`src/rtl/bcd_timer_core.sv`:
```
// bcd_timer_core: stopwatch/timer core. It holds the tick prescaler,
// start/stop and lap edge detection, the IDLE/RUN/PAUSE/DONE controller and
// an N-digit BCD counter. The counter has four count modes, optional
// auto-reload, a lap-freeze display copy and a one-cycle done pulse.
//
// Ports
//   clk, reset        system clock, synchronous active-high reset
//   startstop, lap    synchronised button levels; a rising edge is a command
//   mode              00 up from 0, 01 up from preset, 10 down from all-9s,
//                     11 down from preset (sampled only in IDLE)
//   preset            BCD start value, digit 0 in [3:0]; digits > 9 clamp to 9
//   count             live BCD count
//   disp              registered count, or the frozen lap copy while lap_active
//   running           high while in RUN
//   lap_active        lap freeze in effect
//   done              one-cycle pulse when the terminal value is reached
module bcd_timer_core #(
  parameter int NUM_DIGITS  = 4,
  parameter int TICK_DIV    = 1_000_000,
  parameter int AUTO_RELOAD = 0
) (
  input  logic                    clk,
  input  logic                    reset,
  input  logic                    startstop,
  input  logic                    lap,
  input  logic [1:0]              mode,
  input  logic [4*NUM_DIGITS-1:0] preset,
  output logic [4*NUM_DIGITS-1:0] count,
  output logic [4*NUM_DIGITS-1:0] disp,
  output logic                    running,
  output logic                    lap_active,
  output logic                    done
);

  localparam int PW = $clog2(TICK_DIV);
  localparam logic [PW-1:0] PSC_MAX = PW'(TICK_DIV - 1);

  typedef logic [NUM_DIGITS-1:0][3:0] bcd_t;
  localparam bcd_t ALL9 = {NUM_DIGITS{4'h9}};

  typedef enum logic [1:0] {S_IDLE, S_RUN, S_PAUSE, S_DONE} state_e;

  function automatic bcd_t bcd_inc(input bcd_t v);
    bcd_t r;
    logic c;
    r = v;
    c = 1'b1;
    for (int i = 0; i < NUM_DIGITS; i++) begin
      if (c) begin
        if (v[i] == 4'd9) r[i] = 4'd0;
        else begin
          r[i] = v[i] + 4'd1;
          c    = 1'b0;
        end
      end
    end
    return r;
  endfunction

  function automatic bcd_t bcd_dec(input bcd_t v);
    bcd_t r;
    logic b;
    r = v;
    b = 1'b1;
    for (int i = 0; i < NUM_DIGITS; i++) begin
      if (b) begin
        if (v[i] == 4'd0) r[i] = 4'd9;
        else begin
          r[i] = v[i] - 4'd1;
          b    = 1'b0;
        end
      end
    end
    return r;
  endfunction

  // Registers
  state_e          state_q, state_d;
  logic            ss_s_q, ss_h_q, lp_s_q, lp_h_q;
  // Only the count direction survives IDLE; the start value itself is kept
  // in start_q for auto-reload.
  logic            down_q, down_d;
  bcd_t            start_q, start_d;
  bcd_t            count_q, count_d;
  bcd_t            lap_q, lap_d;
  bcd_t            disp_q, disp_d;
  logic            lap_act_q, lap_act_d;
  logic            done_q, done_d;
  logic [PW-1:0]   psc_q, psc_d;

  // Combinational helpers
  bcd_t preset_b, preset_c, start_in, term_in, term_q, stepped;
  logic ss_edge, lp_edge, step;

  assign preset_b = preset;
  assign ss_edge  = ss_s_q & ~ss_h_q;
  assign lp_edge  = lp_s_q & ~lp_h_q;
  assign step     = (psc_q == PSC_MAX);
  assign term_in  = mode[1] ? '0 : ALL9;
  assign term_q   = down_q ? '0 : ALL9;
  assign stepped  = down_q ? bcd_dec(count_q) : bcd_inc(count_q);

  always_comb begin
    for (int i = 0; i < NUM_DIGITS; i++)
      preset_c[i] = (preset_b[i] > 4'd9) ? 4'd9 : preset_b[i];
  end

  always_comb begin
    case (mode)
      2'b00:   start_in = '0;
      2'b10:   start_in = ALL9;
      default: start_in = preset_c;
    endcase
  end

  always_comb begin
    state_d   = state_q;
    down_d    = down_q;
    start_d   = start_q;
    count_d   = count_q;
    lap_d     = lap_q;
    lap_act_d = lap_act_q;
    psc_d     = psc_q;
    done_d    = 1'b0;
    disp_d    = lap_act_q ? lap_q : count_q;

    // Lap toggles use the pre-step count when a step lands the same cycle.
    if ((state_q == S_RUN || state_q == S_PAUSE) && lp_edge) begin
      lap_act_d = ~lap_act_q;
      if (!lap_act_q) lap_d = count_q;
    end

    case (state_q)
      S_IDLE: begin
        down_d    = mode[1];
        start_d   = start_in;
        count_d   = start_in;
        lap_act_d = 1'b0;
        if (ss_edge) begin
          psc_d = '0;
          if (start_in == term_in) begin
            state_d = S_DONE;
            done_d  = 1'b1;
          end else begin
            state_d = S_RUN;
          end
        end
      end
      S_RUN: begin
        if (step) begin
          psc_d = '0;
          // Auto-reload: the step after reaching terminal reloads instead.
          if (AUTO_RELOAD != 0 && count_q == term_q) begin
            count_d = start_q;
          end else begin
            count_d = stepped;
            if (stepped == term_q) begin
              done_d = 1'b1;
              if (AUTO_RELOAD == 0) state_d = S_DONE;
            end
          end
        end else begin
          psc_d = psc_q + PW'(1);
        end
        // A terminal stop outranks a pause request in the same cycle.
        if (ss_edge && state_d == S_RUN) state_d = S_PAUSE;
      end
      S_PAUSE: begin
        if (ss_edge) state_d = S_RUN;
      end
      S_DONE: begin
        if (ss_edge) begin
          state_d   = S_IDLE;
          lap_act_d = 1'b0;
        end
      end
      default: state_d = S_IDLE;
    endcase
  end

  always_ff @(posedge clk) begin
    if (reset) begin
      state_q   <= S_IDLE;
      // History at 1: a button held through reset yields no edge.
      ss_s_q    <= 1'b1;
      ss_h_q    <= 1'b1;
      lp_s_q    <= 1'b1;
      lp_h_q    <= 1'b1;
      down_q    <= 1'b0;
      start_q   <= '0;
      count_q   <= '0;
      lap_q     <= '0;
      disp_q    <= '0;
      lap_act_q <= 1'b0;
      done_q    <= 1'b0;
      psc_q     <= '0;
    end else begin
      state_q   <= state_d;
      ss_s_q    <= startstop;
      ss_h_q    <= ss_s_q;
      lp_s_q    <= lap;
      lp_h_q    <= lp_s_q;
      down_q    <= down_d;
      start_q   <= start_d;
      count_q   <= count_d;
      lap_q     <= lap_d;
      disp_q    <= disp_d;
      lap_act_q <= lap_act_d;
      done_q    <= done_d;
      psc_q     <= psc_d;
    end
  end

  assign count      = count_q;
  assign disp       = disp_q;
  assign running    = (state_q == S_RUN);
  assign lap_active = lap_act_q;
  assign done       = done_q;

endmodule
```
`config.mk`:
```
export PLATFORM = sky130hd
export DESIGN_NAME = bcd_timer_core
export DESIGN_NICKNAME = d
export VERILOG_FILES = /design/src/rtl/bcd_timer_core.sv
export SDC_FILE = /design/constraint.sdc
export NUM_CORES = 1
export LEC_CHECK = 0
export CAP_MARGIN = 0
export CORE_UTILIZATION = 47
export CTS_CLUSTER_SIZE = 24
export DETAILED_ROUTE_END_ITERATION = 12
export PLACE_DENSITY = 0.74
export RECOVER_POWER = 50
export SYNTH_ARGS = -nofsm -noshare
export SYNTH_HDL_FRONTEND = slang
export SYNTH_SLANG_ARGS = --single-unit
```
`constraint.sdc`:
```
create_clock -name clk -period 2.5 [get_ports clk]
set_input_delay 0.75 -clock clk [delete_from_list [all_inputs] [get_ports clk]]
set_output_delay 0.75 -clock clk [all_outputs]
set_load 0.01 [all_outputs]
```
==> key figures, run 1 <==
Status
  – Outcome: complete, but fails checks
  – Failing checks: setup timing

Clocking
  – CTS sink count: 77
  – H-tree depth: 3
  – CTS Buf Count: 9
  – Hold-fix buffers at CTS: 0
  – Skew-Pair Late Insertion Delay: 340 ps
  – CTS tree: done
  – Root Driver: clkbuf_8
  – Clk slew on worst S/H paths: 80 ps
  – Clock buffer depth: 2

Floorplanning
  – Number of I/O pins: 57
  – Row Count: 35
  – Die Ht: 101 microns
  – Core ar.: 9370 sq um
  – Chip width: 101 microns
  – Starting Density: 49.0%
  – Die area: 10,200 sq um

Setup path
  – Worst Path Required: 2750 ps
  – R2R Setup Slk: 80 ps
  – Setup CP Type: input port to flop
  – Reg2reg end: done$_SDFF_PP0_
  – Worst r2r src: count[2]$_SDFFE_PP0P_
  – R2R cell count: 8
  – CP endpoint kind: flop
  – Max Fanout on Critical Path: 3
  – Critical path data arrival time: 2810 ps
  – Critical path startpoint category: input port

Cells and area
  – P&R area growth vs syn: 31.4%
  – Fin area: 6030 sq um
  – Layout cells sized above 1: 19.3%
  – Ant. Diodes: 0
  – Fillers: 832
  – Nets@finish: 715
  – Final Instance Count excl. Fillers: 822

Global route
  – Vias in the first global route: 4,373
  – Gr ovfl total: 0
  – Antenna violations before repair: 0
  – First-pass GRT wire length: 21,500 microns
  – GR Util All Layers: 26.8%
  – Pin count of the biggest net entering global routing: 47

Timing
  – Final setup fails: 1
  – RSZ-0062 raised after global routing: yes
  – Worst-Margin Slew: 936 ps
  – Slew headroom: 37.6%
  – Max Freq: 391 MHz
  – Endpoints failing hold: 0
  – Slew Limit Fails: 0
  – Clock Skew: 7.93 ps
  – Final cycle utilization of the critical path: 102%
  – Setup ws final: -55.4 ps
  – Tmin final: 2560 ps

Yosys
  – Predominant post-synthesis flop cell: dfxtp_1
  – Register bit total from synthesis: 77
  – Mapped Avg Cell Area: 7.80 sq um
  – Count of cell types in the netlist: 67
  – Mapped Area: 4590 sq um
  – Syn_nets: 616
  – FFs w/ async S/R, synth: 0%
  – Synth warn: 0
  – Gate Count Post-Synth: 589
  – Post-synth EDFFs: 0
  – Sequential cell area fraction in the yosys report: 33.6%

Power and ir drop
  – Sw frac: 37.4%
  – Internal: 2.63 mW
  – Gate power share: 43.4%
  – Power density over the cells: 696 nW/um^2
  – Total power: 4.20 mW
  – Static Leak: 2.29 nW
  – Peak VDD IR: 0.384 mV
  – Sequential share of power: 34.1%
  – Sw power: 1.57 mW
  – Clk pwr share: 22.6%

Routing
  – Total number of vias: 4,689
  – DR WL/cell: 15.9 microns
  – Initial DRT Pass Iterations: 5
  – DRT antenna net count: 0
  – Detailed Route Iter0 Violations: 283
  – Residual DRC count: 0
  – Vias per std cell: 5.70
  – Final WL: 13,100 microns

Worst hold path
  – Hold Path Sink: lap_q[4]$_SDFFE_PP0P_
  – Worst hold-check path type: flop to flop
  – Hold Path Cell Cnt: 2
  – HP Start: lap_q[4]$_SDFFE_PP0P_

Place
  – Final Wtd Congestion: 0.886
  – Placed Area: 5720 sq um
  – Placed Cells: 803
  – Setup slack at placement: -526 ps
  – I/O Buffers: 56
  – HPWL after detailed placement: 9700 microns

Flow run
  – Maxcap violations: 0
-- layer usage --
layer / up-vias / GRT usage, % / wire (microns)
met5: - / 0 / 0
met4: 0 / 7.69 / 173
met3: 18 / 4.23 / 828
met2: 173 / 44.1 / 6190
met1: 2200 / 36.2 / 5910
li1: 2298 / - / -
-- cell usage after synthesis (2+ instances only) --
cell type | count | area [sq um]
nor2_1 | 88 | 330
dfxtp_1 | 77 | 1540
nand2_1 | 61 | 229
a21oi_1 | 42 | 210
clkbuf_1 | 38 | 143
o21ai_0 | 24 | 120
mux2i_1 | 22 | 220
nand3_1 | 19 | 95.1
nor3_1 | 16 | 80.1
a211oi_1 | 14 | 105
nand4_1 | 11 | 68.8
nor2b_1 | 11 | 68.8
or2_2 | 11 | 68.8
inv_1 | 10 | 37.5
xnor2_1 | 10 | 87.6
xor2_1 | 10 | 87.6
o211ai_1 | 9 | 67.6
nor4bb_1 | 8 | 80.1
a31oi_1 | 7 | 43.8
and3_1 | 6 | 37.5
a21o_1 | 5 | 37.5
buf_2 | 5 | 25.0
ha_1 | 5 | 62.6
nor3b_1 | 5 | 37.5
nand2b_1 | 4 | 25.0
nor4_1 | 4 | 25.0
nor4b_1 | 4 | 35.0
o21ai_1 | 4 | 20.0
a211o_1 | 3 | 26.3
a221oi_1 | 3 | 26.3
and2_1 | 3 | 18.8
buf_1 | 3 | 11.3
nand3b_1 | 3 | 22.5
a2111oi_4 | 2 | 55.1
a311oi_1 | 2 | 17.5
and4b_1 | 2 | 20.0
buf_6 | 2 | 22.5
o21a_1 | 2 | 15.0
o31ai_1 | 2 | 15.0
o31ai_4 | 2 | 42.5
or3_1 | 2 | 12.5
or4_1 | 2 | 15.0
or4b_1 | 2 | 20.0
-- cell usage in the layout (no fill, tap or decap), drive strengths merged, types with 6 or more instances in the layout --
cell           instances
a211oi                14
a21oi                 42
a31oi                  7
and3                   6
buf                   79
clkbuf                12
clkdlybuf4s50         27
dfxtp                 77
dlygate4sd3           18
dlymetal6s2s           6
inv                   11
mux2i                 22
nand2                 62
nand3                 19
nand4                 11
nor2                  88
nor2b                 11
nor3                  17
nor4                   6
nor4bb                 8
o211ai                 9
o21ai                 28
or2                   11
xnor2                 10
xor2                  10
-- power by group through the flow --
stage               logic, mW  registers [mW]  clock network (mW)
floorplan               0.977            1.47                   0
global placement         1.73            1.45                   0
detailed placement       1.75            1.45                   0
CTS                      1.76            1.42               0.964
global route             1.97            1.44                1.02
finish                   1.82            1.43               0.947
-- critical path, stage by stage --
cell and delay [ps]:
clkdlybuf4s50_1 500, nor2_2 60, nor2b_1 100, nor2_1 60, or4_4 520, a2111oi_4 440
buf_4 180, a211oi_2 40, nor4_2 150
-- cell type report --
type | count | area, sq um | area share (%)
clock buffer | 10 | 128 | 2.12
multi-input combinational | 453 | 2880 | 47.8
sequential | 77 | 1550 | 25.6
clock inverter | 6 | 71.3 | 1.18
inverter | 11 | 41.3 | 0.684
timing repair buffer | 136 | 1200 | 20.0
tap | 129 | 161 | 2.68
-- per-stage QoR --
step | utilization, % | setup TNS (ps) | hold slack [ps]
6_report | 64.4 | -55.4 | 457
2_1_floorplan | - | 0 | 434
4_1_cts | 63.4 | 0 | 458
5_1_grt | 64.4 | -743 | 474
3_3_place_gp | 61.1 | -774 | 442
3_5_place_dp | 61.1 | -948 | 447
-- worst max-delay path by stage --
stage | endpoint | start | slack, ps
2_1_floorplan | state_q[1]$_SDFFE_PP0P_ | count[0]$_SDFFE_PP0P_ | 70
3_3_place_gp | state_q[1]$_SDFFE_PP0P_ | preset[15] | -450
3_5_place_dp | state_q[1]$_SDFFE_PP0P_ | preset[15] | -530
4_1_cts | state_q[1]$_SDFFE_PP0P_ | preset[12] | 4
5_1_grt | state_q[1]$_SDFFE_PP0P_ | preset[12] | -120
6_report | state_q[1]$_SDFFE_PP0P_ | preset[9] | -60
-- logic make-up (layout without fill, tap and decap cells) --
| logic type | count (synthesis) | after routing | share of synthesized area, % |
|---|---|---|---|
| AND/OR/NAND/NOR | 272 | 272 | 31.0 |
| AO/OA/AOI/OAI | 134 | 134 | 20.2 |
| flip-flops | 77 | 77 | 33.6 |
| buffers and inverters | 59 | 163 | 5.29 |
| multiplexers | 22 | 22 | 4.80 |
| XOR/XNOR | 20 | 20 | 3.81 |
| adder cells (fa/ha/maj) | 5 | 5 | 1.36 |
-- registers in the layout, indices dropped and copies added, names as in the netlist --
name / count
lap_active: 1
disp: 16
down_q: 1
done: 1
lp_s_q: 1
lp_h_q: 1
lap_q: 16
ss_s_q: 1
psc_q: 20
state_q: 2
count: 16
ss_h_q: 1
-- repair_timing --
action	4_1_cts	5_1_grt
gates cloned	0	0
setup buffers	0	3
endpoints found under the setup margin	2	16
gates resized for setup	10	22
pin swaps	3	7
endpoints found under the hold margin	0	0
Power figures use the tool's default switching activity.
==> run 2, diff against run 1 <==
CORE_UTILIZATION = 43   (was 47)
CTS_CLUSTER_SIZE = default   (was 24)
PLACE_DENSITY = 0.69   (was 0.74)
SETUP_SLACK_MARGIN = 0.05   (was default)
==> run 2 against run 1 <==
Effect of this change: the flow still finishes with violations (setup timing); sequential power is essentially flat; maximum frequency increased by 2.1%; combinational power is 3% higher.
==> key figures, run 2 (same netlist as run 1, synthesis figures left out) <==
Global route
  – Vias in the first global route: 4,563 (was 4,373)
  – First-pass GRT wire length: 22,400 microns (was 21,500 microns)
  – GR Util All Layers: 25.2% (was 26.8%)
  – Gr ovfl total: 0 (unchanged)
  – Pin count of the biggest net entering global routing: 39 (was 47)
  – Antenna violations before repair: 0 (unchanged)

Setup path
  – Max Fanout on Critical Path: 9 (was 3)
  – Worst path slowest cell: dfxtp_1 (was or4_4)
  – CP endpoint kind: flop (unchanged)
  – Critical path data arrival time: 2720 ps (was 2810 ps)
  – Critical path startpoint category: flop (was input port)
  – Worst Path Required: 2720 ps (was 2750 ps)
  – Worst path max stage delay: 550 ps (was 520 ps)
  – Setup CP Type: flop to flop (was input port to flop)
  – Worst-path cell chain: or4b_1, o31a_1, o31ai_4, buf_4, a2111oi_4, buf_4, a32oi_2, nor2_1 (was clkdlybuf4s50_1, nor2_2, nor2b_1, nor2_1, or4_4, a2111oi_4, buf_4, a211oi_2, nor4_2)
  – Most used cell, CP: buf_4
  – R2R cell count: 8 (unchanged)

Worst hold path
  – Worst hold-check path type: flop to flop (unchanged)
  – Hold Path Cell Cnt: 2 (unchanged)

Place
  – HPWL after detailed placement: 9890 microns (was 9700 microns)
  – I/O Buffers: 56 (unchanged)
  – Final Wtd Congestion: 0.896 (was 0.886)

Timing
  – Slew headroom: 58.4% (was 37.6%)
  – RSZ-0062 raised after global routing: yes (unchanged)
  – Final setup fails: 1 (unchanged)
  – Max Freq: 399 MHz (was 391 MHz)
  – Endpoints failing hold: 0 (unchanged)
  – Final cycle utilization of the critical path: 100% (was 102%)
  – Tmin final: 2500 ps (was 2560 ps)
  – Hold WS: 458 ps (was 457 ps)
  – Slew Limit Fails: 0 (unchanged)
  – Clock Skew: 7.31 ps (was 7.93 ps)
  – Worst-Margin Slew: 624 ps (was 936 ps)
  – Setup ws final: -3.34 ps (was -55.4 ps)

Clocking
  – Hold-fix buffers at CTS: 0 (unchanged)
  – Clk slew on worst S/H paths: 80 ps (about the same)
  – Clock buffer depth: 2 (unchanged)
  – CTS sink count: 77 (unchanged)
  – H-tree depth: 3 (unchanged)
  – CTS tree: done (unchanged)
  – Root Driver: clkbuf_8 (unchanged)
  – Skew-Pair Late Insertion Delay: 350 ps (was 340 ps)
  – CTS Buf Count: 9 (unchanged)

Routing
  – Final WL: 13,600 microns (was 13,100 microns)
  – Max layer used: met4 (unchanged)
  – Residual DRC count: 0 (unchanged)
  – Vias per std cell: 5.72 (was 5.70)
  – DR WL met2: 6360 microns (was 6190 microns)
  – Initial DRT Pass Iterations: 5 (unchanged)
  – Total number of vias: 4,785 (was 4,689)
  – Detailed Route Iter0 Violations: 315 (was 283)
  – WL met3: 847 microns (was 828 microns)
  – DRT antenna net count: 0 (unchanged)
  – Met1 Wirelength: 6030 microns (was 5910 microns)
  – DR WL/cell: 16.2 microns (was 15.9 microns)

Cells and area
  – Commonest non-fill, non-tap cell in the layout: buf_4 (was nor2_1)
  – Fillers: 922 (was 832)
  – Largest Register: psc_q (unchanged)
  – Layout cells sized above 1: 23.1% (was 19.3%)
  – P&R area growth vs syn: 32.9% (was 31.4%)
  – Nets@finish: 724 (was 715)
  – Most frequent cells in the layout: buf_4 (87), nor2_1 (85), dfxtp_1 (72), nand2_1 (61) (was nor2_1 (86), dfxtp_1 (74), buf_4 (73), nand2_1 (61), a21oi_1 (42))
  – Final Util: 59.1% (was 64.4%)
  – Ant. Diodes: 0 (unchanged)
  – Largest register FFs: 20 (unchanged)

Floorplanning
  – Number of I/O pins: 57 (unchanged)
  – Die area: 11,100 sq um (was 10,200 sq um)
  – Chip width: 105 microns (was 101 microns)
  – Die Ht: 105 microns (was 101 microns)
  – Starting Density: 44.5% (was 49.0%)
  – Core ar.: 10,300 sq um (was 9370 sq um)
  – Row Count: 37 (was 35)

Power and ir drop
  – Static Leak: 2.29 nW (about the same)
  – Total power: 4.15 mW (was 4.20 mW)
  – Power density over the cells: 679 nW/um^2 (was 696 nW/um^2)
  – Peak VDD IR: 0.289 mV (was 0.384 mV)

Status
  – Failing checks: setup timing (unchanged)
  – Outcome: complete, but fails checks (unchanged)

Flow run
  – Maxcap violations: 0 (unchanged)
## run 2: cell count changes in the layout (fill, tap and decap cells not counted), moves of 3 or more
| cell | change |
|---|---|
| dlygate4sd3_1 | -18 |
| nor4bb_2 | +3 |
| buf_4 | +14 |
| clkdlybuf4s50_1 | +14 |
| clkinv_2 | +3 |
| nor4bb_1 | -3 |
| clkbuf_1 | -3 |
| clkbuf_2 | +4 |
## run 2: final cells by class
type,instances,area (sq um),area share (%)
inverter,11,45.0,0.738
multi-input combinational,453,2940,48.2
clock buffer,9,124,2.03
sequential,77,1550,25.4
timing repair buffer,145,1240,20.3
clock inverter,6,40.0,0.656
tap,136,170,2.79
## run 2: stage by stage
stage	setup WS [ps]	setup TNS, ps	std cells	area [sq um]
3_5_place_dp	-506	-909	815	5760
5_1_grt	-36.3	-85.9	837	6100
4_1_cts	50.2	0	831	5940
6_report	-3.34	-3.34	837	6100
2_1_floorplan	67.4	0	589	4590
3_3_place_gp	-441	-747	815	5760
## run 2: layer usage
layer,vias to the layer above,GRT usage [%]
li1,2321,-
met1,2249,32.5
met2,181,39.8
met4,0,12.4
met3,34,5.07
met5,-,0
## run 2: what timing repair did
item                       CTS  global route
pin swaps                    6            16
buffers inserted             1             6
setup endpoints to repair    2             8
gates resized for setup     14            42
## run 2: worst max-delay path, delay by kind of cell, from the launching register on
kind,cells,cell delay (ps)
buffers and inverters,2,340
flip-flops,1,550
AND/OR/NAND/NOR,2,570
AO/OA/AOI/OAI,4,910
## run 2: final timing paths
check / slack, ps / endpoint / from
worst max-delay path: -3 / done$_SDFF_PP0_ / down_q$_SDFFE_PP0P_
worst min-delay path: 460 / lap_q[1]$_SDFFE_PP0P_ / lap_q[1]$_SDFFE_PP0P_
worst max register to register: -3 / done$_SDFF_PP0_ / down_q$_SDFFE_PP0P_
worst min register to register: 460 / lap_q[1]$_SDFFE_PP0P_ / lap_q[1]$_SDFFE_PP0P_
## run 2: report_power, final
part	total, mW	switching, mW	internal [mW]
sequential	1.45	0.117	1.33
clock	0.830	0.475	0.354
combinational	1.87	1.00	0.867
total	4.15	1.59	2.55
==> RTL edit (settings of run 2) <==
Put a register stage on the output `running`, with the module's reset. The value now appears one clock later. The other outputs are not delayed to match.
--- a/src/rtl/bcd_timer_core.sv
+++ b/src/rtl/bcd_timer_core.sv
@@ -215,3 +215,9 @@
   assign disp       = disp_q;
-  assign running    = (state_q == S_RUN);
+  always_ff @(posedge clk) begin
+    if (reset) begin
+      running <= '0;
+    end else begin
+      running <= (state_q == S_RUN);
+    end
+  end
   assign lap_active = lap_act_q;
Function: changed (a bounded check fails within 4 cycles, from zero or initial values and one cycle with reset high).
==> RTL edit against run 2 <==
The flow finishes with violations (capacitance limit, slew limit). Synthesized area shrank 1.8%. Count of clock-buffer cells in the layout grew 1. Routed wire length shrank 6.8%. Power shrank 4.4%. Design area shrank 5.7%. Setup slack gained 0.074 ns. Sequential cell count grew 1. Highest routed layer unchanged.
==> RTL edit: results (changes against run 2) <==
- Placed insts: 791 (-2.9%)
- Share of cells above drive strength 1: 14.9% (-8.3 points)
- Synthesis Warnings: 0 (unchanged)
- Sequential cell area fraction in the yosys report: 34.6% (+1.0 points)
- Antenna violations before repair: 0 (unchanged)
- Max-cap violation count: 1 (+1)
- Hold slack: 0.456 ns (-0.00149 ns)
- Slew Viols, Final: 29 (+29)
- FF+latch count, synth: 78 (+1.3%)
- Comb_multi_in: 454 (+0.22%)
- Most flop-heavy register: psc_q
- Critical R2R Capture: done$_SDFF_PP0_
- Largest net degree at the start of global routing: 37 (-5.1%)
- Gr usage total: 23.9% (-1.3 points)
- Largest register FFs: 20 (unchanged)
- CP Capture Point: count[8]
- Arrival time at the worst endpoint: 1.68 ns (-1.04 ns)
- Leakage: 2.11 nW (-7.7%)
- Multi-input logic area: 2780 um2 (-5.3%)
- Initial DRC Count: 317 (+0.63%)
- Status: finished, violations left
- Final-layout clock-cell area share: 3.28% (+0.60 points)
- Synth Flop Type: dfxtp_1
- Vias in the first global route: 4264 (-6.6%)
- Gp weighted congestion: 0.890 (-0.60%)
- Post-synthesis async set-or-reset flop share: 0% (unchanged)
- Layout fillers: 943 (+2.3%)
- First-pass GRT wire length: 21000 um (-6.2%)
- Worst-path clk slew: 0.09 ns
- Worst vdd ir: 0.000298 V (+3.2%)
- DR vias: 4629 (-3.3%)
- Nonclk buf count: 113 (-22%)
- Flop2flop setup slack: 0.14 ns (+0.14 ns)
- Cells after Synth: 591 (+0.34%)
- Synthesized Nets: 618 (+0.32%)
- Leading post-synthesis cells by cell area: dfxtp_1 35%, nor2_1 7.6%, a21oi_1 5.1%, nand2_1 4.8%, mux2i_1 4.7%
- Worst skew pair latency: 0.37 ns (+0.02 ns)
- Max FO, Critical Path: 7 (-2)
- Final HPWL DP: 9190 um (-7.0%)
- Worst Hold Launch: lap_q[1]$_SDFFE_PP0P_
- Inserted Clock Buffers: 9 (unchanged)
- Commonest cells post-synth: 91 x nor2_1, 78 x dfxtp_1, 58 x nand2_1, 46 x a21oi_1, 38 x clkbuf_1
- Signal buf overhead: 17.3% (-2.9 points)
- Via density: 5.72 (about the same)
- Wire per inst: 15.7 um (-3.5%)
- Violated checks: capacitance limit, slew limit
- Layout net count: 695 (-4.0%)
- Inverters, non-clock: 12 (+1)
- Worst Skew: 0.0148 ns (+0.00749 ns)
- Reg-to-Reg Start: count[3]$_SDFFE_PP0P_
- Sequential cell area: 1570 um2 (+1.2%)
- Switching fraction of total power: 37.1% (-1.4 points)
- FF-to-FF path depth: 7 (-1)
- Worst setup startpoint: count[8]$_SDFFE_PP0P_
- CLK BUF: 10 (+1)
- Synth cell types: 65 (-3.0%)
- Worst-margin pin slew: 1.55 ns (+0.929 ns)
## RTL edit: changes by cell type after synthesis, sizes merged, moves of 4 or more
cell    change
a211oi      -4
a21oi       +4
nand3      -11
nor2b       -7
nor4b       +4
nor3        +8
nand2       -4
nand4       +7
o211ai      -4
## RTL edit: worst max-delay path, cell delays in order, from the launching register on
cell and delay, ns:
dfxtp_1 0.55, buf_4 0.22, clkdlybuf4s50_1 0.53
## RTL edit: per-layer routing
layer | track usage, % | up-vias | share of wire, %
li1 | - | 2272 | -
met5 | 0 | - | 0
met1 | 31.4 | 2178 | 45
met2 | 38.6 | 159 | 48
met4 | 9.69 | 0 | 1.7
met3 | 4.20 | 20 | 5.7
## RTL edit: cells by family after synthesis
group | share of synthesized area, %
AND/OR/NAND/NOR | 31.0
AO/OA/AOI/OAI | 19.1
flip-flops | 34.6
buffers and inverters | 5.35
multiplexers | 4.66
XOR/XNOR | 3.88
adder cells (fa/ha/maj) | 1.39
## RTL edit: stage by stage
step / instance area (um2) / total power (W) / worst slack, ns
final: 5760 / 0.00396 / 0.0708
after global routing: 5760 / 0.00420 / 0.0206
after CTS: 5660 / 0.00392 / 0.0507
after detailed placement: 5470 / 0.00297 / -0.544
after global placement: 5470 / 0.00295 / -0.516
after floorplan: 4510 / 0.00238 / 0.108
## RTL edit: power by group through the flow
stage               Clock [W]  Sequential (W)  Combinational (W)
finish               0.000961         0.00148            0.00152
CTS                  0.000975         0.00147            0.00147
detailed placement          0         0.00150            0.00147
global route          0.00103         0.00150            0.00167
global placement            0         0.00150            0.00145
floorplan                   0         0.00148           0.000896
## RTL edit: what timing repair did
action | CTS | global route
resized for setup | 7 | 21
hold buffers | 0 | 0
pin swaps | 1 | 7
buffers inserted | 0 | 2
setup endpoints to repair | 2 | 13
